==> src/rtl/uart.sv <==
// rtl/uart.sv - shared types and helpers for the UART receive path.
package uart;

   typedef enum logic [2:0] {
      IDLE,
      START,
      DATA,
      PARITY,
      STOP
   } rx_state_e;

   localparam int DATA_BITS = 8;

   // Parity bit value that makes the total count of ones even.
   function automatic logic even_parity(input logic [7:0] data);
      return ^data;
   endfunction

endpackage

==> src/rtl/uart_rx_fifo.sv <==
// rtl/uart_rx_fifo.sv - small receive FIFO with combinational head and occupancy count.
module uart_rx_fifo #(
   parameter int WIDTH = 8,
   parameter int DEPTH = 4
) (
   input  logic                     clk,
   input  logic                     rst_n,
   input  logic                     push,
   input  logic [WIDTH-1:0]         push_data,
   input  logic                     pop,
   output logic [WIDTH-1:0]         head,
   output logic [$clog2(DEPTH):0]   count,
   output logic                     full
);

   localparam int AW = $clog2(DEPTH);
   localparam int CW = $clog2(DEPTH) + 1;

   logic [WIDTH-1:0] mem [DEPTH];
   logic [AW-1:0]    wr_ptr;
   logic [AW-1:0]    rd_ptr;
   logic             wr_en;
   logic             rd_en;

   assign full  = (count == CW'(DEPTH));
   // A pop in the same cycle frees the slot, so a push into a full FIFO still lands.
   assign rd_en = pop & (count != '0);
   assign wr_en = push & (~full | rd_en);
   assign head  = (count != '0) ? mem[rd_ptr] : '0;

   always_ff @(posedge clk or negedge rst_n) begin
      if (!rst_n) begin
         wr_ptr <= '0;
         rd_ptr <= '0;
         count  <= '0;
      end else begin
         if (wr_en) wr_ptr <= wr_ptr + AW'(1);
         if (rd_en) rd_ptr <= rd_ptr + AW'(1);
         case ({wr_en, rd_en})
            2'b10:   count <= count + CW'(1);
            2'b01:   count <= count - CW'(1);
            default: count <= count;
         endcase
      end
   end

   always_ff @(posedge clk) begin
      if (wr_en) mem[wr_ptr] <= push_data;
   end

endmodule

==> src/rtl/uart_rx.sv <==
// rtl/uart_rx.sv - 8N1 serial receiver with FIFO and sticky error flags.
// Defining UART_RX_PARITY_EN switches the frame to 8E1 and enables parity_err.
module uart_rx
   import uart::*;
#(
   parameter int CLKS_PER_BIT = 104,
   parameter int FIFO_DEPTH   = 4
) (
   input  logic                          clk,
   input  logic                          rst_n,
   input  logic                          clk_enable,
   input  logic                          rx,
   input  logic                          pop,
   input  logic                          clear_err,
   output logic [7:0]                    rx_data,
   output logic                          rx_valid,
   output logic [$clog2(FIFO_DEPTH):0]   rx_count,
   output logic                          overrun,
   output logic                          frame_err,
   output logic                          parity_err
);

   localparam int BW = $clog2(CLKS_PER_BIT);
   localparam logic [BW-1:0] FULL_LOAD = BW'(CLKS_PER_BIT - 1);
   localparam logic [BW-1:0] HALF_LOAD = BW'(CLKS_PER_BIT / 2 - 1);

   rx_state_e     state;
   logic [1:0]    sync;
   logic          rx_s;
   logic          rx_prev;
   logic [BW-1:0] baud_cnt;
   logic [2:0]    bit_idx;
   logic [7:0]    shift;
   logic          tick;
   logic          clr;
   logic          pop_acc;
   logic          push_req;
   logic          fe_set;
   logic          ov_set;
   logic          full;

   assign rx_s     = sync[1];
   assign tick     = (baud_cnt == '0);
   assign clr      = clear_err & clk_enable;
   assign pop_acc  = pop & clk_enable & rx_valid;
   assign fe_set   = (state == STOP) && tick && !rx_s;
   assign ov_set   = push_req && full && !pop_acc;
   assign rx_valid = (rx_count != '0);

`ifdef UART_RX_PARITY_EN
   logic par_bad;
   logic pe_set;
   logic parity_err_r;
   assign pe_set     = (state == PARITY) && tick && (even_parity(shift) != rx_s);
   assign push_req   = (state == STOP) && tick && rx_s && !par_bad;
   assign parity_err = parity_err_r;
`else
   assign push_req   = (state == STOP) && tick && rx_s;
   assign parity_err = 1'b0;
`endif

   always_ff @(posedge clk or negedge rst_n) begin
      if (!rst_n) begin
         state     <= IDLE;
         sync      <= 2'b11;
         rx_prev   <= 1'b1;
         baud_cnt  <= '0;
         bit_idx   <= '0;
         shift     <= '0;
         overrun   <= 1'b0;
         frame_err <= 1'b0;
`ifdef UART_RX_PARITY_EN
         par_bad      <= 1'b0;
         parity_err_r <= 1'b0;
`endif
      end else begin
         sync      <= {sync[0], rx};
         rx_prev   <= rx_s;
         // A new error in the same cycle as a clear keeps the flag set.
         overrun   <= ov_set | (overrun & ~clr);
         frame_err <= fe_set | (frame_err & ~clr);
`ifdef UART_RX_PARITY_EN
         parity_err_r <= pe_set | (parity_err_r & ~clr);
`endif
         case (state)
            IDLE: begin
               if (rx_prev && !rx_s) begin
                  baud_cnt <= HALF_LOAD;
                  state    <= START;
               end
            end
            START: begin
               if (!tick) begin
                  baud_cnt <= baud_cnt - BW'(1);
               end else if (!rx_s) begin
                  baud_cnt <= FULL_LOAD;
                  bit_idx  <= '0;
                  state    <= DATA;
               end else begin
                  state <= IDLE;
               end
            end
            DATA: begin
               if (!tick) begin
                  baud_cnt <= baud_cnt - BW'(1);
               end else begin
                  shift    <= {rx_s, shift[7:1]};
                  baud_cnt <= FULL_LOAD;
                  bit_idx  <= bit_idx + 3'd1;
                  if (bit_idx == 3'(DATA_BITS - 1)) begin
`ifdef UART_RX_PARITY_EN
                     state <= PARITY;
`else
                     state <= STOP;
`endif
                  end
               end
            end
`ifdef UART_RX_PARITY_EN
            PARITY: begin
               if (!tick) begin
                  baud_cnt <= baud_cnt - BW'(1);
               end else begin
                  par_bad  <= pe_set;
                  baud_cnt <= FULL_LOAD;
                  state    <= STOP;
               end
            end
`endif
            STOP: begin
               if (!tick) baud_cnt <= baud_cnt - BW'(1);
               else       state    <= IDLE;
            end
            default: state <= IDLE;
         endcase
      end
   end

   uart_rx_fifo #(
      .WIDTH (DATA_BITS),
      .DEPTH (FIFO_DEPTH)
   ) u_fifo (
      .clk       (clk),
      .rst_n     (rst_n),
      .push      (push_req),
      .push_data (shift),
      .pop       (pop_acc),
      .head      (rx_data),
      .count     (rx_count),
      .full      (full)
   );

endmodule

==> config.mk <==
export PLATFORM = sky130hd
export DESIGN_NAME = uart_rx
export DESIGN_NICKNAME = d
export VERILOG_FILES = /design/src/rtl/uart.sv /design/src/rtl/uart_rx_fifo.sv /design/src/rtl/uart_rx.sv
export SDC_FILE = /design/constraint.sdc
export NUM_CORES = 1
export LEC_CHECK = 0
export CORE_ASPECT_RATIO = 1.5
export CORE_UTILIZATION = 35
export CTS_CLUSTER_DIAMETER = 150
export CTS_CLUSTER_SIZE = 14
export DETAILED_ROUTE_END_ITERATION = 10
export GPL_ROUTABILITY_DRIVEN = 0
export GPL_TIMING_DRIVEN = 1
export HOLD_SLACK_MARGIN = 0.1
export PLACE_DENSITY = 0.57
export SYNTH_ARGS = -nofsm -noshare
export SYNTH_HDL_FRONTEND = slang
export SYNTH_SLANG_ARGS = --single-unit
==> constraint.sdc <==
create_clock -name clk -period 4.5 [get_ports clk]
set_input_delay 0.9 -clock clk [delete_from_list [all_inputs] [get_ports clk]]
set_output_delay 0.9 -clock clk [all_outputs]
set_load 0.01 [all_outputs]
==> results of run 1 <==
[critical path, stage by stage (launching register included)]
cell and delay [ns]:
dfrtp_1 0.72, mux4_2 0.56, nor2b_1 0.15, clkdlybuf4s50_1 0.47
[worst paths after layout]
path,from,to,slack [ns],depth (start not counted)
setup / recovery,u_fifo.rd_ptr[0],rx_data[7],1.37,3
hold / removal,sync[0],sync[1],0.35,0
setup reg to reg,state[2],u_fifo.count[1],1.90,8
hold reg to reg,sync[0],sync[1],0.35,0
max in group asynchronous,rst_n,rx_prev,3.19,2
min in group asynchronous,rst_n,baud_cnt[4],0.99,2
[where the power goes]
part	switching, uW	leakage (uW)	internal [uW]
clock	229	0.000138	422
sequential	108	0.000716	678
combinational	174	0.000503	209
total	511	0.00136	1310
[metrics by stage]
step / hold slack (ns) / instance area, sq um
final: 0.353 / 3510
after global routing: 0.363 / 3510
after CTS: 0.357 / 3510
after detailed placement: 0.348 / 3230
after global placement: 0.347 / 3230
after floorplan: 0.345 / 2920
[per-layer routing]
| layer | vias up | share of wire | GRT usage |
|---|---|---|---|
| li1 | 822 | - | - |
| met1 | 879 | 0.40 | 0.131 |
| met2 | 17 | 0.56 | 0.251 |
| met3 | 4 | 0.023 | 0.0456 |
| met4 | 0 | 0.011 | 0.0615 |
| met5 | - | 0 | 0 |
[synth_stat cells (2+ instances only)]
cell type  count  area (sq um)
a21oi_1        6          30.0
a22o_1         2          17.5
a2bb2oi_1      2          17.5
a31oi_1        2          12.5
a32oi_1        3          26.3
and2_1         5          31.3
buf_2          2          10.0
buf_4          2          15.0
clkbuf_1       3          11.3
dfrtp_1       30           751
dfstp_2        3          78.8
edfxtp_1      32           961
ha_1           9           113
inv_1         15          56.3
mux2_1         8          90.1
mux2_2         2          22.5
mux4_2         8           180
nand2_1        8          30.0
nand3_1        2          10.0
nand4_1        2          12.5
nor2_1         7          26.3
nor2b_1        8          50.1
nor3_1         5          25.0
nor3b_1        5          37.5
o211ai_1       2          15.0
o21ai_0        2          10.0
o22ai_1        3          18.8
xnor2_1        6          52.6
xor2_1         3          26.3
[state kept, by name, indices dropped and copies added (netlist names)]
signal / flops
sync: 2
u_fifo.wr_ptr: 2
baud_cnt: 7
u_fifo.count: 3
bit_idx: 3
shift: 8
u_fifo.mem: 32
frame_err: 1
rx_prev: 1
overrun: 1
state: 3
u_fifo.rd_ptr: 2
[final cells by class]
class,count,share of cell area
clock buffer,11,0.0663
tap,105,0.0374
multi-input combinational,120,0.298
sequential,65,0.510
clock inverter,5,0.0136
timing repair buffer,21,0.0585
inverter,15,0.0160
[logic make-up after synthesis]
| logic type | after synthesis |
|---|---|
| flops | 65 |
| simple gates | 53 |
| other cells | 1 |
| mux | 18 |
| buf+inv | 22 |
| fa+ha+maj | 10 |
| compound gates | 29 |
| xor+xnor | 9 |
==> flow_summary_export.csv, run 1 <==
group,metric,value,unit
clocking,hold_buffers,0,
die,die_width,76.6,microns
logic_synthesis,yosys.area_share.simple,0.109,
die,rows,40,
cells_and_area,fillers,731,
critical_path,required,3.60,ns
worst_hold_path,hp-class,"flop to flop",
sta,tightest_slew,0.831,ns
cells_and_area,layout.nets,248,
cells_and_area,register_area,1790,sq um
sta,fin_crit,3.13,ns
clocking,cts_buffers,9,
grt,track_usage,0.134,
cells_and_area,layout-drive-gt1-share,0.131,
sta,finalCritPeriodShare,0.695,
logic_synthesis,synth_edf_count,32,
sta,relSlewSlack,0.443,
run,cap_violations,0,
sta,setup_ws,1.37,ns
critical_path,critPathMaxFanout,10,
cells_and_area,fin_util,0.435,
cells_and_area,antenna_cells,0,
sta,tns,0,ns
critical_path,cp_data_arrival_time,2.23,ns
sta,fmax,320,MHz
clocking,cts_root_buf,"clkbuf_16",
logic_synthesis,muxShareOfSynthArea,0.100,
clocking,clk_latency,0.33,ns
die,initial_core_util,0.363,
grt,grt_max_degree,34,
critical_path,startpoint_type,"flop",
logic_synthesis,synth_cell_types,49,
logic_synthesis,synth_compound_area_frac,0.0728,
drt,firstDrtPassIters,4,
place,portBuffers,19,
logic_synthesis,synthesis.nets,223,
clocking,htree_levels,3,
power,vdd_drop_max,0.267,mV
place,dp_hpwl,3550,microns
logic_synthesis,ys_ff_latch,65,
sta,maxSlewViolCount,0,
grt,antenna_found_initial,0,
power,total_leakage_power,0.00136,uW
logic_synthesis,async_flop_share,0.508,
critical_path,cp-end-kind,"output port",
clocking,ctsResizeCount,0,
logic_synthesis,synth_xor_area_frac,0.0270,
logic_synthesis,synth-adder-area-share,0.0454,
drt,ant_nets,0,
critical_path,crit_type,"flop to output port",
clocking,cts_setup_buffers,0,
logic_synthesis,ys.flop_type,"edfxtp_1",
drt,wl_per_cell,15.4,microns
logic_synthesis,synthCells,207,
die,core_region_area,8060,sq um
cells_and_area,multi_input_area,1040,sq um
sta,rsz0062_at_grt,"no",
sta,skew,0.00608,ns
place,dpl.cell_count,326,
status,status,"finished, final reports clean",
cells_and_area,final_cells,342,
drt,finalWirelength,5260,microns
power,power_density,519,nW/um^2
cells_and_area,layout_common_cells,"32 x edfxtp_1, 30 x dfrtp_1, 19 x clkdlybuf4s50_1, 15 x inv_1",
logic_synthesis,synth_top_family_by_area,"simple AND/OR/NAND/NOR gates",
die,die-area,8730,sq um
cells_and_area,layout_commonest_cell,"edfxtp_1",
power,power.total,1820,uW
clocking,cts.clk_slew.worst_paths,0.05,ns
drt,vias,1722,
die,die_y,114,microns
clocking,cts_tree,"done",
place,pre_cts_ws,1.53,ns
logic_synthesis,synthesis.area,2920,sq um
clocking,clock_sinks,65,
grt,grt_pass1_vias,1766,
clocking,cts_max_path_buffers,2,
grt,grt-ovfl-total,0,
logic_synthesis,yosys_warnings,0,
logic_synthesis,ys_seq_area_frac,0.613,
grt,grt_pass1_wl,8500,microns
die,io_pins,21,
cells_and_area,syn2layout_area_growth,20.0,%
drt,vias_per_cell,5.04,
sta,hold_viol,0,
drt,first_iter_violations,55,
sta,setup_viol,0,
logic_synthesis,syn_area_per_cell,14.1,sq um
drt,drcViolationCount,0,
No activity file was read; power rests on OpenSTA's default activity.
==> run 2, diff against run 1 <==
==> constraint.sdc (replaced) <==
create_clock -name clk -period 3 [get_ports clk]
set_input_delay 0.6 -clock clk [delete_from_list [all_inputs] [get_ports clk]]
set_output_delay 0.6 -clock clk [all_outputs]
set_load 0.01 [all_outputs]
==> run 2 against run 1 <==
  * Routed wire length rose by 2.2%
  * Utilization rose by 1.3 points
  * Register-to-register slack got worse by 1.3 ns
==> flow_summary_export.csv, run 2 (synthesized netlist as in run 1, its figures left out) <==
group,metric,value,unit
status,status,"finished, final reports clean",
place,dp_hpwl,3580,microns
sta,setup_viol,0,
place,portBuffers,19,
die,die_y,114,microns
sta,rsz0062_at_grt,"no",
cells_and_area,layout.nets,254,
cells_and_area,largest_register,"u_fifo.mem",
clocking,cts_buffers,9,
clocking,ctsResizeCount,0,
critical_path,crit_chain,"buf_4 > mux4_2 > nor2b_1 > clkdlybuf4s50_1",
sta,relSlewSlack,0.599,
place,pre_cts_ws,0.370,ns
critical_path,required,2.40,ns
sta,tightest_slew,0.597,ns
clocking,cts_setup_buffers,0,
critical_path,critPathMaxFanout,8,
clocking,htree_levels,3,
run,cap_violations,0,
die,initial_core_util,0.363,
clocking,clk_latency,0.33,ns
cells_and_area,largest_reg_flops,32,
critical_path,cp-end-kind,"output port",
drt,drcViolationCount,0,
critical_path,crit_type,"flop to output port",
clocking,cts_root_buf,"clkbuf_16",
critical_path,startpoint_type,"flop",
cells_and_area,fin_util,0.448,
drt,vias_per_cell,5.01,
critical_path,cp.buffers_inverters,2,
critical_path,slowest_stage,"mux4_2",
clocking,cts.clk_slew.worst_paths,0.05,ns
cells_and_area,antenna_cells,0,
power,p_int,2150,uW
critical_path,cp_data_arrival_time,2.07,ns
drt,first_iter_violations,101,
cells_and_area,layout_common_cells,"32 x edfxtp_1, 30 x dfrtp_1, 19 x clkdlybuf4s50_1, 15 x inv_1",
clocking,cts_tree,"done",
grt,track_usage,0.138,
sta,fmax,374,MHz
power,power_switching_share,0.272,
drt,ant_nets,0,
clocking,clock_sinks,65,
critical_path,slowest_delay,0.51,ns
die,die-area,8730,sq um
die,die_width,76.6,microns
power,total_leakage_power,0.00141,uW
power,power.total,2960,uW
sta,fin_crit,2.67,ns
sta,hold_viol,0,
drt,vias,1744,
die,core_region_area,8060,sq um
cells_and_area,layout_commonest_cell,"edfxtp_1",
drt,finalWirelength,5380,microns
sta,tns,0,ns
sta,finalCritPeriodShare,0.891,
grt,grt_pass1_wl,8930,microns
power,vdd_drop_max,0.394,mV
sta,maxSlewViolCount,0,
cells_and_area,syn2layout_area_growth,23.6,%
drt,wl_per_cell,15.5,microns
cells_and_area,reg_top3,"u_fifo.mem: 32 flops, shift: 8 flops, baud_cnt: 7 flops",
grt,grt_pass1_vias,1782,
grt,grt_max_degree,34,
clocking,hold_buffers,0,
clocking,cts_max_path_buffers,2,
cells_and_area,layout-drive-gt1-share,0.165,
grt,grt-ovfl-total,0,
sta,skew,0.00795,ns
sta,setup_ws,0.326,ns
die,rows,40,
power,power.switching,804,uW
critical_path,crit_family,"buffers and inverters",
drt,firstDrtPassIters,4,
power,combPwrFrac,0.210,
power,seq_power_share,0.387,
power,p_clk_frac,0.403,
grt,antenna_found_initial,0,
die,io_pins,21,
worst_hold_path,hp-class,"flop to flop",
power,power_density,819,nW/um^2
==> run 2: cell count changes in the layout (fill, tap and decap cells not counted), sizes merged <==
cell / before / now
bufinv: 1 / 3
clkinv: 4 / 2
buf: 2 / 8
clkbuf: 11 / 9
clkinvlp: 0 / 2
==> run 2: per-stage QoR <==
stage / instance area [sq um] / hold slack, ns / instances
global placement: 3270 / 0.347 / 332
CTS: 3610 / 0.356 / 348
global route: 3610 / 0.364 / 348
finish: 3610 / 0.355 / 348
detailed placement: 3270 / 0.348 / 332
floorplan: 2920 / 0.304 / 207
==> run 2: power by group through the flow <==
stage / Clock, uW / Combinational [uW] / Sequential [uW]
floorplan: 0 / 445 / 1100
global placement: 0 / 622 / 1160
detailed placement: 0 / 630 / 1170
CTS: 1210 / 633 / 1150
global route: 1250 / 692 / 1170
finish: 1190 / 621 / 1150
==> run 2: cell type report <==
| type | count | area, sq um |
|---|---|---|
| clock buffers | 9 | 225 |
| clock inverters | 7 | 119 |
| fillers | 722 | 4450 |
| inverters | 15 | 56.3 |
| multi-input cells | 120 | 1040 |
| flip-flops and latches | 65 | 1790 |
| well taps | 105 | 131 |
| repair buffers | 27 | 250 |
==> run 2: worst reg2reg max path, delay by kind of cell, from the launching register on <==
family / cells / cell delay [ns]
xor gates and xnor gates: 2 / 0.28
adders and majority gates: 3 / 0.54
buffers and inverters: 3 / 0.24
DFF: 1 / 0.40
and+or+nand+nor: 4 / 0.83
==> run 2: path summary, 6_finish.rpt <==
| check | start | end | slack, ns | cells past startpoint |
|---|---|---|---|---|
| min reg2reg | sync[0] | sync[1] | 0.36 | 0 |
| max | u_fifo.rd_ptr[0] | rx_data[6] | 0.33 | 4 |
| max in group asynchronous | rst_n | sync[0] | 1.98 | 2 |
| min in group asynchronous | rst_n | baud_cnt[0] | 0.67 | 2 |
| min | sync[0] | sync[1] | 0.36 | 0 |
| max reg2reg | baud_cnt[0] | u_fifo.count[2] | 0.59 | 12 |
==> run 2: layer usage <==
layer | global-route usage | routed length (microns) | vias up | part of all wire
met3 | 0.0360 | 162 | 8 | 0.030
met1 | 0.145 | 2160 | 872 | 0.40
met4 | 0.0731 | 103 | 0 | 0.019
met2 | 0.251 | 2960 | 33 | 0.55
li1 | - | - | 831 | -
met5 | 0 | 0 | - | 0
==> run 3, diff against run 2 <==
--- a/config.mk
+++ b/config.mk
@@ -13,7 +13,7 @@
 export GPL_ROUTABILITY_DRIVEN = 0
 export GPL_TIMING_DRIVEN = 1
 export HOLD_SLACK_MARGIN = 0.1
-export PLACE_DENSITY = 0.57
+export PLACE_DENSITY_LB_ADDON = 0.25
 export SYNTH_ARGS = -nofsm -noshare
 export SYNTH_HDL_FRONTEND = slang
 export SYNTH_SLANG_ARGS = --single-unit
==> run 3 against run 2 <==
  * Critical path depth stayed put
  * Sequential power hardly changed
  * Final cell count stayed put
  * Register-to-register slack worse by 0.02 ns
  * Via count is 0.57% lower
  * Largest power group is now sequential cells
  * Highest routed layer unchanged
==> flow_summary_export.csv, run 3 (synthesized netlist as in run 1, its figures left out) <==
group,metric,value,unit
place,pre_cts_ws,0.325,ns
critical_path,crit_chain,"buf_4 > mux4_2 > nor2b_1 > clkdlybuf4s50_1",
sta,hold_viol,0,
cells_and_area,layout_common_cells,"32 x edfxtp_1, 30 x dfrtp_1, 19 x clkdlybuf4s50_1, 15 x inv_1",
cells_and_area,syn2layout_area_growth,23.0,%
drt,finalWirelength,5290,microns
clocking,ctsResizeCount,0,
die,rows,40,
clocking,hold_buffers,0,
sta,skew,0.00576,ns
critical_path,startpoint_type,"flop",
cells_and_area,fillers,724,
cells_and_area,layout_commonest_cell,"edfxtp_1",
grt,grt-ovfl-total,0,
die,core_region_area,8060,sq um
grt,grt_pass1_vias,1772,
grt,grt_pass1_wl,8920,microns
clocking,clock_sinks,65,
power,total_leakage_power,0.00141,uW
clocking,cts_root_buf,"clkbuf_16",
clocking,cts_setup_buffers,0,
place,portBuffers,19,
clocking,htree_levels,3,
cells_and_area,antenna_cells,0,
sta,fmax,373,MHz
power,power_density,805,nW/um^2
place,dpl.cell_count,332,
critical_path,critPathMaxFanout,8,
cells_and_area,fin_area,3600,sq um
die,die-area,8730,sq um
drt,ant_nets,0,
critical_path,crit_type,"flop to output port",
clocking,cts_max_path_buffers,2,
critical_path,slowest_delay,0.51,ns
grt,antenna_found_initial,0,
drt,wl_per_cell,15.2,microns
cells_and_area,final_cells,348,
critical_path,cp_data_arrival_time,2.08,ns
cells_and_area,reg_top3,"u_fifo.mem: 32 flops, shift: 8 flops, baud_cnt: 7 flops",
critical_path,cp-end-kind,"output port",
power,power.total,2900,uW
sta,rsz0062_at_grt,"no",
sta,tns,0,ns
clocking,clk_latency,0.33,ns
cells_and_area,layout-drive-gt1-share,0.165,
clocking,cts.clk_slew.worst_paths,0.06,ns
power,vdd_drop_max,0.352,mV
sta,relSlewSlack,0.598,
worst_hold_path,hold_path.startpoint,"sync[0]",
critical_path,rrSetupSlack,0.57,ns
drt,firstDrtPassIters,4,
drt,vias_per_cell,4.98,
critical_path,slowest_stage,"mux4_2",
place,postPlaceCellArea,3270,sq um
drt,first_iter_violations,94,
status,status,"finished, final reports clean",
sta,fin_crit,2.68,ns
cells_and_area,largest_reg_flops,32,
grt,track_usage,0.140,
worst_hold_path,hp-class,"flop to flop",
die,die_y,114,microns
critical_path,cp-startpoint,"u_fifo.rd_ptr[0]",
die,die_width,76.6,microns
run,cap_violations,0,
sta,maxSlewViolCount,0,
sta,finalCritPeriodShare,0.894,
sta,setup_viol,0,
sta,tightest_slew,0.603,ns
die,initial_core_util,0.363,
sta,setup_ws,0.319,ns
cells_and_area,layout.nets,254,
drt,drcViolationCount,0,
drt,vias,1734,
die,io_pins,21,
critical_path,required,2.40,ns
critical_path,rr_startpoint,"baud_cnt[0]",
grt,grt_max_degree,34,
clocking,cts_tree,"done",
place,dp_hpwl,3590,microns
cells_and_area,largest_register,"u_fifo.mem",
clocking,cts_buffers,9,
run 3: cell types whose count changed in the layout (fill, tap and decap cells not counted), sizes merged:
cell | previous run | this run
clkinv | 2 | 3
bufinv | 3 | 2
clkinvlp | 2 | 1
inv | 15 | 16
run 3: layout make-up:
class | count | area [sq um] | area share
Clock inverter | 7 | 103 | 0.0285
Multi-Input combinational cell | 120 | 1040 | 0.289
Timing Repair Buffer | 27 | 250 | 0.0696
Clock buffer | 9 | 225 | 0.0626
Tap cell | 105 | 131 | 0.0365
Inverter | 15 | 56.3 | 0.0157
Sequential cell | 65 | 1790 | 0.498
run 3: power breakdown:
group / total, uW / switching (uW) / internal (uW)
logic: 623 / 294 / 329
clock network: 1130 / 397 / 733
registers: 1140 / 127 / 1020
run 3: final timing paths:
path | endpoint | cells after the start
max in group asynchronous | rx_prev | 2
worst min-delay path | sync[1] | 0
worst max register to register | u_fifo.count[2] | 12
worst min register to register | sync[1] | 0
min in group asynchronous | baud_cnt[1] | 2
worst max-delay path | rx_data[7] | 4
run 3: metrics by stage:
step                utilization  hold slack [ns]
finish                    0.446            0.354
global route              0.446            0.363
CTS                       0.446            0.355
detailed placement        0.406            0.347
global placement          0.406            0.346
floorplan                     -            0.304
run 3: worst max-delay path: cells and delay by family, from the launching register on:
family | cells | cell delay, ns
DFF | 1 | 0.38
and+or+nand+nor | 1 | 0.14
buffers and inverters | 2 | 0.71
muxes | 1 | 0.51
run 3: per-layer routing:
layer	global-route usage	vias up	share of wire
li1	-	836	-
met2	0.246	22	0.54
met4	0.0744	0	0.024
met3	0.0480	11	0.027
met1	0.147	865	0.41
met5	0	-	0
